**config.mk**
```make
export PLATFORM = sky130hd
export DESIGN_NAME = song_player
export DESIGN_NICKNAME = d
export VERILOG_FILES = /design/src/rtl/song_player.sv
export SDC_FILE = /design/constraint.sdc
export NUM_CORES = 1
export LEC_CHECK = 0
export ABC_CLOCK_PERIOD_IN_PS = 4400
export CAP_MARGIN = 20
export CORE_UTILIZATION = 51
export DETAILED_ROUTE_END_ITERATION = 8
export HOLD_SLACK_MARGIN = 0.03
export PLACE_DENSITY = 0.74
export SLEW_MARGIN = 20
export SYNTH_ARGS = -nofsm -noshare
export SYNTH_HDL_FRONTEND = slang
export SYNTH_SLANG_ARGS = --single-unit
```
**constraint.sdc**
```tcl
create_clock -name CLK -period 4.4 [get_ports CLK]
set_clock_uncertainty 0.1 [all_clocks]
set_input_delay 0.66 -clock CLK [delete_from_list [all_inputs] [get_ports CLK]]
set_output_delay 0.66 -clock CLK [all_outputs]
set_load 0.05 [all_outputs]
```
**src/rtl/song_player.sv**
```systemverilog
// song_player: Ode-to-Joy autoplay sequencer with start/pause/restart; define SONG_PLAYER_GAP_EN to silence the last tick of notes lasting 2+ beats
module song_player #(
  parameter int SONG_LEN = 16,
  parameter int LOOP     = 0
) (
  input  logic       CLK,
  input  logic       RESET,
  input  logic       BEAT,
  input  logic       START,
  input  logic       PAUSE,
  output logic [3:0] note,
  output logic [7:0] Led,
  output logic       busy,
  output logic       done
);
  localparam int AW = SONG_LEN > 1 ? $clog2(SONG_LEN) : 1;
  localparam logic [6:0] SONG [16] = '{
    {4'd3, 3'd2}, {4'd3, 3'd2}, {4'd4, 3'd2}, {4'd5, 3'd2},
    {4'd5, 3'd2}, {4'd4, 3'd2}, {4'd3, 3'd2}, {4'd2, 3'd2},
    {4'd1, 3'd2}, {4'd1, 3'd2}, {4'd2, 3'd2}, {4'd3, 3'd2},
    {4'd3, 3'd3}, {4'd2, 3'd1}, {4'd2, 3'd4}, {4'd0, 3'd0}
  };
  typedef enum logic [1:0] {IDLE, PLAY, PAUSED, DONE} state_t;
  state_t          r_state, w_nstate;
  logic [AW-1:0]   r_addr, w_naddr;
  logic [2:0]      r_cnt, w_ncnt;
  logic [6:0]      w_rom0, w_rom_inc, w_rom_n;
  logic [3:0]      w_note;
  logic            w_gap;
  // Entries beyond the song length read as the end marker (dur = 0)
  function automatic logic [6:0] rom(input int a);
    return (a >= 0 && a < SONG_LEN && a < 16) ? SONG[a[3:0]] : 7'd0;
  endfunction
  assign w_rom0    = rom(0);
  assign w_rom_inc = rom(int'(r_addr) + 1);
  assign w_rom_n   = rom(int'(w_naddr));
  // Next state: START restarts from anywhere, PAUSE beats BEAT, BEAT counts down and advances
  always_comb begin
    w_nstate = r_state;
    w_naddr  = r_addr;
    w_ncnt   = r_cnt;
    if (START) begin
      w_nstate = PLAY;
      w_naddr  = '0;
      w_ncnt   = w_rom0[2:0];
    end else if (r_state == PLAY) begin
      if (PAUSE) w_nstate = PAUSED;
      else if (BEAT) begin
        if (r_cnt > 3'd1) w_ncnt = r_cnt - 3'd1;
        else if (w_rom_inc[2:0] != 3'd0) begin
          w_naddr = r_addr + 1'b1;
          w_ncnt  = w_rom_inc[2:0];
        end else if (LOOP != 0) begin
          w_naddr = '0;
          w_ncnt  = w_rom0[2:0];
        end else w_nstate = DONE;
      end
    end else if (r_state == PAUSED && PAUSE) w_nstate = PLAY;
  end
`ifdef SONG_PLAYER_GAP_EN
  assign w_gap = (w_ncnt == 3'd1) && (w_rom_n[2:0] >= 3'd2);
`else
  assign w_gap = 1'b0;
`endif
  assign w_note = (w_nstate == PLAY && !w_gap && w_rom_n[6:3] >= 4'd1 && w_rom_n[6:3] <= 4'd8) ? w_rom_n[6:3] : 4'd0;
  // State, position and registered outputs all derive from the next-state values
  always_ff @(posedge CLK or posedge RESET) begin
    if (RESET) begin
      r_state <= IDLE;
      r_addr  <= '0;
      r_cnt   <= '0;
      note    <= '0;
      Led     <= '0;
      busy    <= 1'b0;
      done    <= 1'b0;
    end else begin
      r_state <= w_nstate;
      r_addr  <= w_naddr;
      r_cnt   <= w_ncnt;
      note    <= w_note;
      Led     <= (w_note != 4'd0) ? (8'h80 >> (w_note - 4'd1)) : 8'h00;
      busy    <= (w_nstate == PLAY) || (w_nstate == PAUSED);
      done    <= (w_nstate == DONE);
    end
  end
endmodule

```
==> metrics.md, run 1 <==
| Metric | Value |
|---|---|
| Die X | `53.93 microns` |
| Buffers & Inverters on Critical Path | `1` |
| Status | `completed` |
| Number of remaining DRC errors | `0` |
| RSZ-0062 raised after global routing | `no` |
| DRT Wirelength | `2749 microns` |
| First-pass GRT wire length | `approximately 4600 microns` |
| Minimum clock period | `3.210 ns` |
| Leak | `0.6795 nW` |
| I/O Buffers | `17` |
| Vias per cell | `a little under 6` |
| Site row count | `18` |
| # setup viols final | `0` |
| Die height | `53.93 microns` |
| Final WS setup | `around 1.2 ns` |
| Filler Cells Inserted | `roughly 220` |
| Remaining antenna violation count | `0` |
| Root Driver | `clkbuf_4` |
| Initial core utilization | `0.5451` |
| Reg clk slew, reported paths | `~0.12 ns` |
| Post-Syn Area | `1375 sq um` |
| CTS Buf Count | `3` |
| Starting DRT DRC Count | `35` |
| Max_cap viols | `0` |
| Global Route Usage Sum | `0.2242` |
| Sum of negative setup slack | `0 ns` |
| Nets | `~180` |
| Cell variety after synth | `46` |
| Cells resized by post-CTS repair | `0` |
| Top cell by count, worst path | `ha_1` |
| Tightest Pin Transition | `0.8037 ns` |
| WP data required | `4.52 ns` |
| H-tree depth | `1` |
| Final Util | `0.6329` |
| Dominant cell type by area after synthesis | `dfrtp_1` |
| Slowest CP cell | `dfrtp_1` |
| Fmax | `311.6 MHz` |
| CP peak stage delay | `between 0.6 and 0.7 ns` |
| Total die area | `roughly 2900 sq um` |
| Mean post-synth cell area | `9.047 sq um` |
| Crit Path Max Fanout | `17` |
| Post-CTS setup buffers | `0` |
| Io pins | `19` |
| Critical path capture point type | `flop` |
| Synth warn | `0` |
| Power density over cell area | `254.1 nW/um^2` |
| Area occupied by multi-input gates | `742.0 sq um` |
| Synth top area cells | `dfrtp_1 40%, ha_1 6.4%, inv_1 3.8%` |
| Largest net degree at the start of global routing | `23` |
| WP data arrival | `3.33 ns` |
| Vias in the first global route | `1077` |
| CP Class | `flop to flop` |
| Register area share after synthesis | `0.4004` |
| Clk buf depth | `2` |
| Grt ovf | `0` |
| Worst skew pair latency | `0.31 ns` |
| EDFF count, synth | `0` |
| Worst Hold Class | `flop to flop` |
| Power, Total | `slightly above 0.4 mW` |
| Top cell family by delay on the critical path | `compound AO/OA/AOI/OAI gates` |
| Initial antenna violation count | `0` |
| Cts hold-fix bufs | `0` |
| DR vias | `1162` |
| Most common cell after layout, fill and taps aside | `dfrtp_1` |
| HPWL after DPL | `2058 microns` |
| CTS tree | `done` |
| Core region area | `2522 sq um` |
| Worst-path cell chain | `ha_1 -> inv_1 -> ha_1 -> o32a_4 -> or4_4 -> a21oi_4 -> nor3_1 -> a311oi_1` |
| DR WL/cell | `13.81 microns` |
| Place WS | `~1.2 ns` |
| Max-slew headroom | `0.4636` |
| Top FF cell, synth | `dfrtp_1` |
| Yosys top cell area share | `0.4004` |
| Worst vdd ir | `0.0003396 V` |
| Startpoint Class | `flop` |
| Final Max Tran Viols | `0` |
| Most frequent cells in the layout | `22 x dfrtp_1, 17 x clkdlybuf4s50_1, 14 x inv_1, 14 x nand2_1` |
| Synth Instances | `152` |
| Synth Register Bits | `22` |
| # diodes | `0` |
| Tcrit/Tclk final | `0.7295` |
| Gpl congestion | `0.9480` |
| Final Hold Vio Count | `0` |
| Clock sink total | `22` |
| Post-synth ARST share | `1.000` |
| Register area | `550.5 sq um` |
| Drt pass-1 iters | `4` |
| Layout cells sized above 1 | `0.07101` |
| Area growth, synth to finish | `16.11%` |
## through the flow
step                instance area [sq um]  cells  hold slack (ns)
finish                               1597    199           0.4890
global route                         1597    199           0.5499
floorplan                            1386    155           0.4104
CTS                                  1597    199           0.4876
global placement                     1560    195           0.4590
detailed placement                   1560    195           0.4597
## final cells by class
type,count,area share
repair buffers,18,0.1113
well taps,30,0.02351
clock buffers,4,0.02273
inverters,14,0.03292
flip-flops and latches,22,0.3448
multi-input cells,111,0.4647
## synth_stat cells (all sizes together), types with 3 or more instances
master	n
clkbuf	5
nand2	14
o22ai	3
o21ai	9
ha	7
a21oi	9
nor3	8
buf	3
dfrtp	22
nand3	7
o32ai	3
inv	14
a31oi	4
nor2	9
xnor2	3
## power breakdown
| part | internal [mW] | switching (mW) |
|---|---|---|
| sequential | 0.211 | 0.00465 |
| clock | 0.0506 | 0.0607 |
| combinational | 0.0250 | 0.0534 |
## worst paths after layout
path                            from  cells past startpoint        to  slack, ns
setup / recovery           r_addr[0]                      8    Led[5]       1.19
hold reg to reg             r_cnt[2]                      2  r_cnt[2]       0.49
setup reg to reg           r_addr[0]                      8    Led[5]       1.19
max in group asynchronous      RESET                      2    Led[6]       3.01
min in group asynchronous      RESET                      2    Led[0]       0.69
hold / removal              r_cnt[2]                      2  r_cnt[2]       0.49
## logic make-up (layout without fill, tap and decap cells)
| logic type | after synthesis | count (layout) | share of synthesized area |
|---|---|---|---|
| buffers and inverters | 22 | 36 | 0.06824 |
| AND/OR/NAND/NOR | 51 | 51 | 0.1938 |
| adder cells (fa/ha/maj) | 7 | 7 | 0.06369 |
| other | 1 | 4 | 0.002727 |
| flip-flops | 22 | 22 | 0.4004 |
| XOR/XNOR | 4 | 4 | 0.02548 |
| multiplexers | 2 | 2 | 0.01547 |
| AO/OA/AOI/OAI | 43 | 43 | 0.2302 |
## per-layer routing
layer | track usage | share of wire
met5 | 0 | 0
met4 | 0.06579 | 0.0091
met3 | 0.05932 | 0.045
met2 | 0.3519 | 0.48
met1 | 0.3000 | 0.47
## flip-flops by register name, summed over array words and instances (netlist names)
signal and count:
r_state 2, busy 1, done 1, r_cnt 3, Led 8, note 3, r_addr 4
## worst min-delay path: cells and delay by family (launching register included)
| kind | cells | cell delay [ns] |
|---|---|---|
| AND/OR/NAND/NOR | 1 | 0.07 |
| AO/OA/AOI/OAI | 1 | 0.08 |
| flip-flops | 1 | 0.41 |
No activity file was read; power rests on OpenSTA's default activity.
==> inputs of run 2 (changes only) <==
ABC_CLOCK_PERIOD_IN_PS = 2610   (was 4400)
CORE_UTILIZATION = 48   (was 51)
PLACE_DENSITY = 0.73   (was 0.74)
clock period = 2.61 ns   (was 4.4 ns; I/O delays follow)
==> run 2 against run 1 <==
Die area is 6.0% higher. Routed wire length is 21% higher. Critical path depth is 2 higher. Utilization is 1.4 points higher. Non-clock buffer count is 19 higher. Count of clock-buffer cells in the layout is 1 lower.
==> metrics.md, run 2 (synthesis results as in run 1) <==
| Metric | Value |
|---|---|
| Leak | `0.7625 nW` |
| Area growth, synth to finish | `28.66%` |
| WP data arrival | `2.65 ns` |
| Total die area | `a little over 3000 sq um` |
| # setup viols final | `0` |
| Worst Hold Class | `input pin to async pin` |
| Vias per cell | `a little under 6` |
| Tightest Pin Transition | `0.8181 ns` |
| DP Area | `1704 sq um` |
| Startpoint Class | `flop` |
| Number of remaining DRC errors | `0` |
| Tcrit/Tclk final | `0.9706` |
| First-pass GRT wire length | `5078 microns` |
| WP data required | `2.73 ns` |
| Initial antenna violation count | `0` |
| Drt pass-1 iters | `4` |
| Worst skew pair latency | `0.31 ns` |
| Starting DRT DRC Count | `45` |
| Clk buf depth | `2` |
| Critical path capture point type | `flop` |
| Most common cell after layout, fill and taps aside | `dfrtp_1` |
| Power density over cell area | `369.8 nW/um^2` |
| CTS Buf Count | `3` |
| Die X | `55.53 microns` |
| Most frequent cells in the layout | `22 x dfrtp_1, 20 x buf_4, 17 x clkdlybuf4s50_1` |
| Site row count | `19` |
| Die height | `55.53 microns` |
| DR vias | `between 1000 and 1500` |
| Largest regs | `Led (8), r_addr (4)` |
| Max-slew headroom | `0.4540` |
| Final Hold Vio Count | `0` |
| Initial core utilization | `0.5030` |
| Status | `completed` |
| Clock sink total | `22` |
| CTS tree | `done` |
| Max_cap viols | `0` |
| H-tree depth | `1` |
| Reg clk slew, reported paths | `0.11 ns` |
| Final Max Tran Viols | `0` |
| Remaining antenna violation count | `0` |
| Filler Cells Inserted | `226` |
| Root Driver | `clkbuf_4` |
| Largest Register | `Led` |
| Worst vdd ir | `slightly below 0.0004 V` |
| I/O Buffers | `17` |
| Crit Path Max Fanout | `8` |
| Minimum clock period | `2.533 ns` |
| Hold WS | `0.4598 ns` |
| DR WL/cell | `15.28 microns` |
| Gpl congestion | `0.9949` |
| Fmax | `394.7 MHz` |
| Core region area | `roughly 2700 sq um` |
| Final Util | `0.6471` |
| Power, Total | `0.6543 mW` |
| Vias in the first global route | `1173` |
| RSZ-0062 raised after global routing | `yes` |
| Largest register FFs | `8` |
| Layout cells sized above 1 | `0.2086` |
| CP Class | `flop to flop` |
| Largest net degree at the start of global routing | `23` |
| Global Route Usage Sum | `0.2073` |
| Io pins | `19` |
| DRT Wirelength | `3330 microns` |
| HPWL after DPL | `2443 microns` |
| Final instance area | `1769 sq um` |
| Nets | `201` |
| # diodes | `0` |
| Grt ovf | `0` |
## run 2: final cells by class
cell class                 instances  area, sq um  share of cell area
multi-input combinational        111        784.5              0.4434
sequential                        22        550.5              0.3112
timing repair buffer              37        320.3              0.1810
inverter                          14        52.55             0.02970
tap                               31        38.79             0.02192
clock buffer                       3        22.52             0.01273
## run 2: critical path: stages (launching register included)
cell	delay, ns
dfrtp_1	0.42
ha_2	0.20
inv_2	0.05
ha_4	0.15
nand4b_1	0.12
a21boi_2	0.09
o32a_4	0.26
nor2_1	0.37
and4_1	0.31
o21ai_0	0.12
a311oi_1	0.26
## run 2: stage by stage
| stage | worst slack, ns | cells | TNS, ns |
|---|---|---|---|
| 6_report | 0.07664 | 218 | 0 |
| 5_1_grt | -0.06937 | 218 | -0.07499 |
| 4_1_cts | 0.01160 | 218 | 0 |
| 3_5_place_dp | -0.07958 | 213 | -0.4593 |
| 3_3_place_gp | 0.01492 | 213 | 0 |
| 2_1_floorplan | -0.01611 | 155 | -0.01611 |
## run 2: metal layers
metal  up-vias  GRT usage  part of all wire
met4         0    0.04286             0.011
met5         -          0                 0
met3         6    0.03513             0.048
li1        613          -                 -
met2        44     0.3873              0.52
met1       627     0.2477              0.42
## run 2: repair_timing
action / 4_1_cts / 5_1_grt
pin swaps: 2 / 7
hold buffers: 0 / 0
setup buffers: 2 / 0
endpoints found under the setup margin: 8 / 8
gates resized for setup: 1 / 8
## run 2: power by group
group / internal (mW) / switching (mW)
Sequential: 0.356 / 0.00619
Clock: 0.0539 / 0.0965
Combinational: 0.0470 / 0.0943
Total: 0.457 / 0.197
## run 2: worst paths after layout
| path | startpoint | to | slack, ns | cells past startpoint |
|---|---|---|---|---|
| max | r_addr[0] | Led[5] | 0.08 | 10 |
| min | RESET | Led[3] | 0.46 | 2 |
| max reg2reg | r_addr[0] | Led[5] | 0.08 | 10 |
| min reg2reg | r_cnt[2] | r_cnt[2] | 0.49 | 2 |
| max in group asynchronous | RESET | r_cnt[0] | 1.45 | 2 |
| min in group CLK | r_cnt[2] | r_cnt[2] | 0.49 | 2 |
